--- src/rtl/gpio_pad_pkg.sv ---
// gpio_pad_pkg: shared state, drive-mode and pad config types for the GPIO pad sequencer
package gpio_pad_pkg;

    typedef enum logic [2:0] {
        OFF,
        PWR_EN,
        HOLD_REL,
        IDLE,
        TRI,
        APPLY,
        RESTORE,
        HOLD
    } state_t;

    localparam logic [2:0] DM_HIZ    = 3'b000;
    localparam logic [2:0] DM_INPUT  = 3'b001;
    localparam logic [2:0] DM_STRONG = 3'b110;

    typedef struct packed {
        logic [2:0] dm;
        logic       oe;
        logic       inp_dis;
        logic       slow;
        logic       vtrip;
    } pad_cfg_t;

    localparam pad_cfg_t CFG_RST = '{dm: DM_HIZ, oe: 1'b0, inp_dis: 1'b1, slow: 1'b0, vtrip: 1'b0};

endpackage

--- src/rtl/gpio_pad_seq_ctrl_in_sync.sv ---
// gpio_in_sync: two-flop synchroniser for pad IN with registered edge pulses
module gpio_in_sync (
    input  logic clock,
    input  logic reset_n,
    input  logic pad_in,
    output logic in_sync,
    output logic in_rise,
    output logic in_fall
);

    logic meta, prev;

    // sync chain, previous-value flop and registered edge compares
    always_ff @(posedge clock or negedge reset_n) begin
        if (!reset_n) begin
            meta    <= 1'b0;
            in_sync <= 1'b0;
            prev    <= 1'b0;
            in_rise <= 1'b0;
            in_fall <= 1'b0;
        end else begin
            meta    <= pad_in;
            in_sync <= meta;
            prev    <= in_sync;
            in_rise <= in_sync & ~prev;
            in_fall <= ~in_sync & prev;
        end
    end

endmodule

--- src/rtl/gpio_pad_seq_ctrl.sv ---
// gpio_pad_seq_ctrl: power-up and glitch-free reconfiguration sequencer for one GPIOv2 pad
module gpio_pad_seq_ctrl
    import gpio_pad_pkg::*;
#(
    parameter int EN_CYCLES = 16,
    parameter int SW_CYCLES = 4,
    parameter int CNT_W     = 8
) (
    input  logic       clock,
    input  logic       reset_n,
    input  logic       cfg_valid,
    output logic       cfg_ready,
    input  logic [2:0] cfg_dm,
    input  logic       cfg_oe,
    input  logic       cfg_inp_dis,
    input  logic       cfg_slow,
    input  logic       cfg_vtrip,
    input  logic       hold_req,
    input  logic       out_data,
    output logic [2:0] pad_dm,
    output logic       pad_oe_n,
    output logic       pad_inp_dis,
    output logic       pad_slow,
    output logic       pad_vtrip_sel,
    output logic       pad_enable_h,
    output logic       pad_hld_h_n,
    output logic       pad_out,
    input  logic       pad_in,
    output logic       in_sync,
    output logic       in_rise,
    output logic       in_fall,
    output logic       busy
);

    localparam logic [CNT_W-1:0] EN_LD = CNT_W'(EN_CYCLES - 1);
    localparam logic [CNT_W-1:0] SW_LD = CNT_W'(SW_CYCLES - 1);

    state_t           state, state_n;
    logic [CNT_W-1:0] cnt, cnt_ld;
    logic             accept, done;
    pad_cfg_t         shadow, cur;

    // next state, handshake and the delay to load when a state is entered
    always_comb begin
        state_n = state;
        accept  = 1'b0;
        done    = cnt == '0;
        case (state)
            OFF:      state_n = PWR_EN;
            PWR_EN:   state_n = done ? HOLD_REL : PWR_EN;
            HOLD_REL: state_n = done ? IDLE : HOLD_REL;
            IDLE: begin
                accept  = !hold_req && cfg_valid;
                state_n = hold_req ? HOLD : (cfg_valid ? TRI : IDLE);
            end
            TRI:      state_n = done ? APPLY : TRI;
            APPLY:    state_n = done ? RESTORE : APPLY;
            RESTORE:  state_n = IDLE;
            HOLD:     state_n = hold_req ? HOLD : HOLD_REL;
            default:  state_n = OFF;
        endcase
        cnt_ld = state_n == PWR_EN ? EN_LD : SW_LD;
    end

    // state register and down-counter that reloads on every state change
    always_ff @(posedge clock or negedge reset_n) begin
        if (!reset_n) begin
            state <= OFF;
            cnt   <= '0;
        end else begin
            state <= state_n;
            cnt   <= state_n != state ? cnt_ld : (done ? cnt : cnt - 1'b1);
        end
    end

    // shadow capture and staged pad updates: tri-state, switch mode, re-enable
    always_ff @(posedge clock or negedge reset_n) begin
        if (!reset_n) begin
            shadow <= CFG_RST;
            cur    <= CFG_RST;
        end else begin
            if (accept) begin
                shadow <= '{dm: cfg_dm, oe: cfg_oe, inp_dis: cfg_inp_dis, slow: cfg_slow, vtrip: cfg_vtrip};
                cur.oe <= 1'b0;
            end
            if (state == TRI && state_n == APPLY) begin
                cur.dm      <= shadow.dm;
                cur.inp_dis <= shadow.inp_dis;
                cur.slow    <= shadow.slow;
                cur.vtrip   <= shadow.vtrip;
            end
            if (state == RESTORE) cur.oe <= shadow.oe;
        end
    end

    assign pad_dm        = cur.dm;
    assign pad_oe_n      = ~cur.oe;
    assign pad_inp_dis   = cur.inp_dis;
    assign pad_slow      = cur.slow;
    assign pad_vtrip_sel = cur.vtrip;
    assign pad_enable_h  = state != OFF;
    assign pad_hld_h_n   = !(state inside {OFF, PWR_EN, HOLD});
    assign pad_out       = out_data;
    assign cfg_ready     = state == IDLE;
    assign busy          = state != IDLE;

    gpio_in_sync u_in_sync (
        .clock   (clock),
        .reset_n (reset_n),
        .pad_in  (pad_in),
        .in_sync (in_sync),
        .in_rise (in_rise),
        .in_fall (in_fall)
    );

endmodule

--- config.mk ---
export PLATFORM = sky130hd
export DESIGN_NAME = gpio_pad_seq_ctrl
export DESIGN_NICKNAME = d
export VERILOG_FILES = /design/src/rtl/gpio_pad_pkg.sv /design/src/rtl/gpio_pad_seq_ctrl_in_sync.sv /design/src/rtl/gpio_pad_seq_ctrl.sv
export SDC_FILE = /design/constraint.sdc
export NUM_CORES = 1
export LEC_CHECK = 0
export CORE_MARGIN = 2
export CORE_UTILIZATION = 50
export DETAILED_ROUTE_END_ITERATION = 10
export PLACE_DENSITY = 0.9
export SLEW_MARGIN = 20
export SYNTH_ARGS = -nofsm -noshare
export SYNTH_HDL_FRONTEND = slang
export SYNTH_HIERARCHICAL = 1
export SYNTH_SLANG_ARGS = --single-unit
--- constraint.sdc ---
create_clock -name clock -period 2.45 [get_ports clock]
set_input_delay 0.3675 -clock clock [delete_from_list [all_inputs] [get_ports clock]]
set_output_delay 0.3675 -clock clock [all_outputs]
set_load 0.05 [all_outputs]
==> summary.txt <==
Critical path
  – Required time of the critical path: 2660 ps
  – Crit path max fanout: 6
  – Worst Path Buf+Inv: 1
  – Reg-to-reg setup timing slack: 260 ps
  – Worst path slowest cell: or4_4
  – Setup crit end: pad_vtrip_sel
  – Critical path startpoint: cnt[0]
  – CP Capture Type: flop
  – Critical Path Stages: 6
  – Crit Path Category: flop to flop
  – FF-to-FF path depth: 6
  – Worst reg2reg startpoint: cnt[0]
  – Largest stage delay, worst path: 520 ps
  – Worst path cell trace: inv_1 > ha_1 > nor3b_2 > nand2_4 > or4_4 > mux2_4
  – Crit path arrival time: 2400 ps
  – Family with the most delay on the worst path: simple AND/OR/NAND/NOR gates
  – Worst reg2reg endpoint: pad_vtrip_sel
  – Crit start category: flop

CTS
  – TritonCTS buffer count: 5
  – CTS Hold Bufs: 0
  – Max clock buf depth: 2
  – CTS HTree Levels: 2
  – CTS sink cnt: 30
  – Clk slew on worst S/H paths: 90 ps
  – Clk_lat worst skew: 330 ps
  – Clock root cell: clkbuf_4
  – TritonCTS clock tree: done

Drt
  – WL final: 2550 microns
  – WL/cell: 14.4 microns
  – 1st-iter DRT viols: 31
  – Number of routed nets with antenna violations: 0
  – Via-to-Cell Ratio: 5.47
  – DR vias: 968
  – Drt drc: 0
  – First-pass DRT Iterations: 4

Floorplan
  – Initial core utilization: 0.525
  – Die width: 57.6 microns
  – Core Footprint: 0.00273 sq mm
  – Die height: 57.6 microns
  – Die area: 0.00332 sq mm
  – Row cnt: 19
  – I/O pin cnt: 28

GRT
  – Initial antenna violation count: 0
  – Overall routing resource usage: 0.174
  – Global-route wire length before repair: 4240 microns
  – Gr ovfl total: 0
  – Largest net degree at the start of global routing: 31
  – Vias in the first global route: 945

Final layout
  – P&R area growth vs syn: 23.4%
  – Area occupied by multi-input gates: 601 sq um
  – FF/Latch Area: 753 sq um
  – Post-Layout Cell Count: 177
  – # fillers: 203
  – Layout cell share with drive strength beyond 1: 0.240
  – NumNets Final: 160
  – Final instance area: 0.00177 sq mm
  – N_diodes: 0

Synthesis
  – Post-synthesis register bit count: 30
  – Syn Area/Cell: 12.1 sq um
  – Share of the yosys chip area belonging to registers: 0.524
  – Synth warn: 6
  – Share of the synthesized area in the top cell type: 0.488
  – Post-synth EDFFs: 0
  – Top-count cell post-synth: dfrtp_1
  – Post-synthesis simple-gate area fraction: 0.142
  – Post-synth top flop: dfrtp_1
  – Most frequent cells after synthesis: dfrtp_1, mux2_2, inv_1, nand2_1, nor2_1
  – Async set or reset register ratio after synthesis: 1.00
  – Post-synthesis mux area share: 0.153
  – Syn_nets: 134
  – Top cells by area, synth: dfrtp_1, mux2_2, mux2_4
  – Mapped Area: 0.00144 sq mm
  – Syn Inst Count: 119
  – Largest family of logic cells by synthesized area: multiplexers
  – Synth Area in Adders: 0.0174
  – Netlist cell types: 38
  – Compound-Gate Fraction of Synth Area: 0.0749
  – Synth area leader: dfrtp_1
  – Area share of xor/xnor cells in the synthesized design: 0.0305

Timing
  – Final Skew: 7.45 ps
  – Worst setup slack after layout: 265 ps
  – Tmin final: 2190 ps
  – Hold Slack: 365 ps
  – Setup_tns: 0 ps
  – Fin crit share: 0.892
  – Worst slew pin tran: 653 ps
  – Final setup viols: 0
  – Max Slew Vio Count: 0
  – Slew margin rel.: 0.560
  – Hold Vio Cnt, Final: 0
  – Fmax achieved: 458 MHz
  – RSZ-0062 raised after global routing: false

Power
  – Pwr/cell area: 1310 mW/mm^2
  – Peak VDD IR: 0.00109 V
  – Lkg Pwr: 0.836 nW

Placement
  – Routability cong.: 0.810
  – Post-DP Area: 0.00168 sq mm
  – I/O Buffers: 25
  – DP Wirelength: 1760 microns
  – Place WS: 305 ps
  – DP Cell Count: 169

Job
  – Max_cap viols: 0

Outcome
  – Status: finished, final reports clean

Worst hold path
  – Class of the worst hold path: flop to flop
[what timing repair did]
item | in CTS | in global routing
setup buffers | 0 | 0
endpoints found under the setup margin | 0 | 4
resized for setup | 0 | 4
[power breakdown]
| group | switching (mW) | internal, mW |
|---|---|---|
| Clock | 0.162 | 0.196 |
| Combinational | 0.600 | 0.466 |
| Sequential | 0.210 | 0.694 |
| Total | 0.972 | 1.36 |
[registers in the layout, summed over array words and instances (netlist names)]
register,flops
u_in_sync/in_fall,1
state,3
pad_slow,1
pad_vtrip_sel,1
shadow,7
pad_dm,3
cnt,8
pad_inp_dis,1
u_in_sync/prev,1
u_in_sync/in_sync,1
u_in_sync/meta,1
u_in_sync/in_rise,1
cur,1
[metal layers]
layer,global-route usage,part of all wire,up-vias
li1,-,-,461
met1,0.205,0.45,478
met5,0,0,-
met2,0.282,0.47,23
met4,0.0698,0.020,0
met3,0.0726,0.055,6
[cell families after synthesis]
group                    Yosys count
AND/OR/NAND/NOR                   32
XOR/XNOR                           5
multiplexers                      18
buffers and inverters             15
flip-flops                        30
adder cells (fa/ha/maj)            2
AO/OA/AOI/OAI                     17
[layout make-up]
cell class,count,share of cell area
well taps,31,0.0219
clock buffers,8,0.0445
inverters,7,0.0148
flip-flops and latches,30,0.425
repair buffers,27,0.155
multi-input cells,74,0.339
[how the worst min path moves through the flow]
stage                               from                 to  slack, ps  cells after the start
final                     u_in_sync/meta  u_in_sync/in_sync        360                      0
after CTS                 u_in_sync/meta  u_in_sync/in_sync        370                      0
after global routing      u_in_sync/meta  u_in_sync/in_sync        380                      0
after global placement    u_in_sync/meta  u_in_sync/in_sync        340                      0
after detailed placement  u_in_sync/meta  u_in_sync/in_sync        350                      0
after floorplan                  reset_n             cnt[0]         70                      0
[stage by stage]
stage | util | power [mW]
2_1_floorplan | - | 1.71
3_3_place_gp | 0.616 | 1.93
3_5_place_dp | 0.616 | 1.97
4_1_cts | 0.645 | 2.35
5_1_grt | 0.649 | 2.47
6_report | 0.649 | 2.33
[cell usage in the layout, fill, tap and decap left out, types with 3 or more instances in the layout]
master,netlist,routed
mux2_4,6,6
nor2_1,7,7
a21oi_1,3,3
clkbuf_4,0,5
clkdlybuf4s50_1,0,21
mux2_2,8,8
nand3_1,3,3
clkbuf_8,0,3
dlymetal6s2s_1,0,4
nand2_1,7,7
xnor2_1,4,4
o21ai_0,6,6
dfrtp_1,28,28
inv_1,7,7
mux2i_1,4,4
Power figures use the tool's default switching activity.
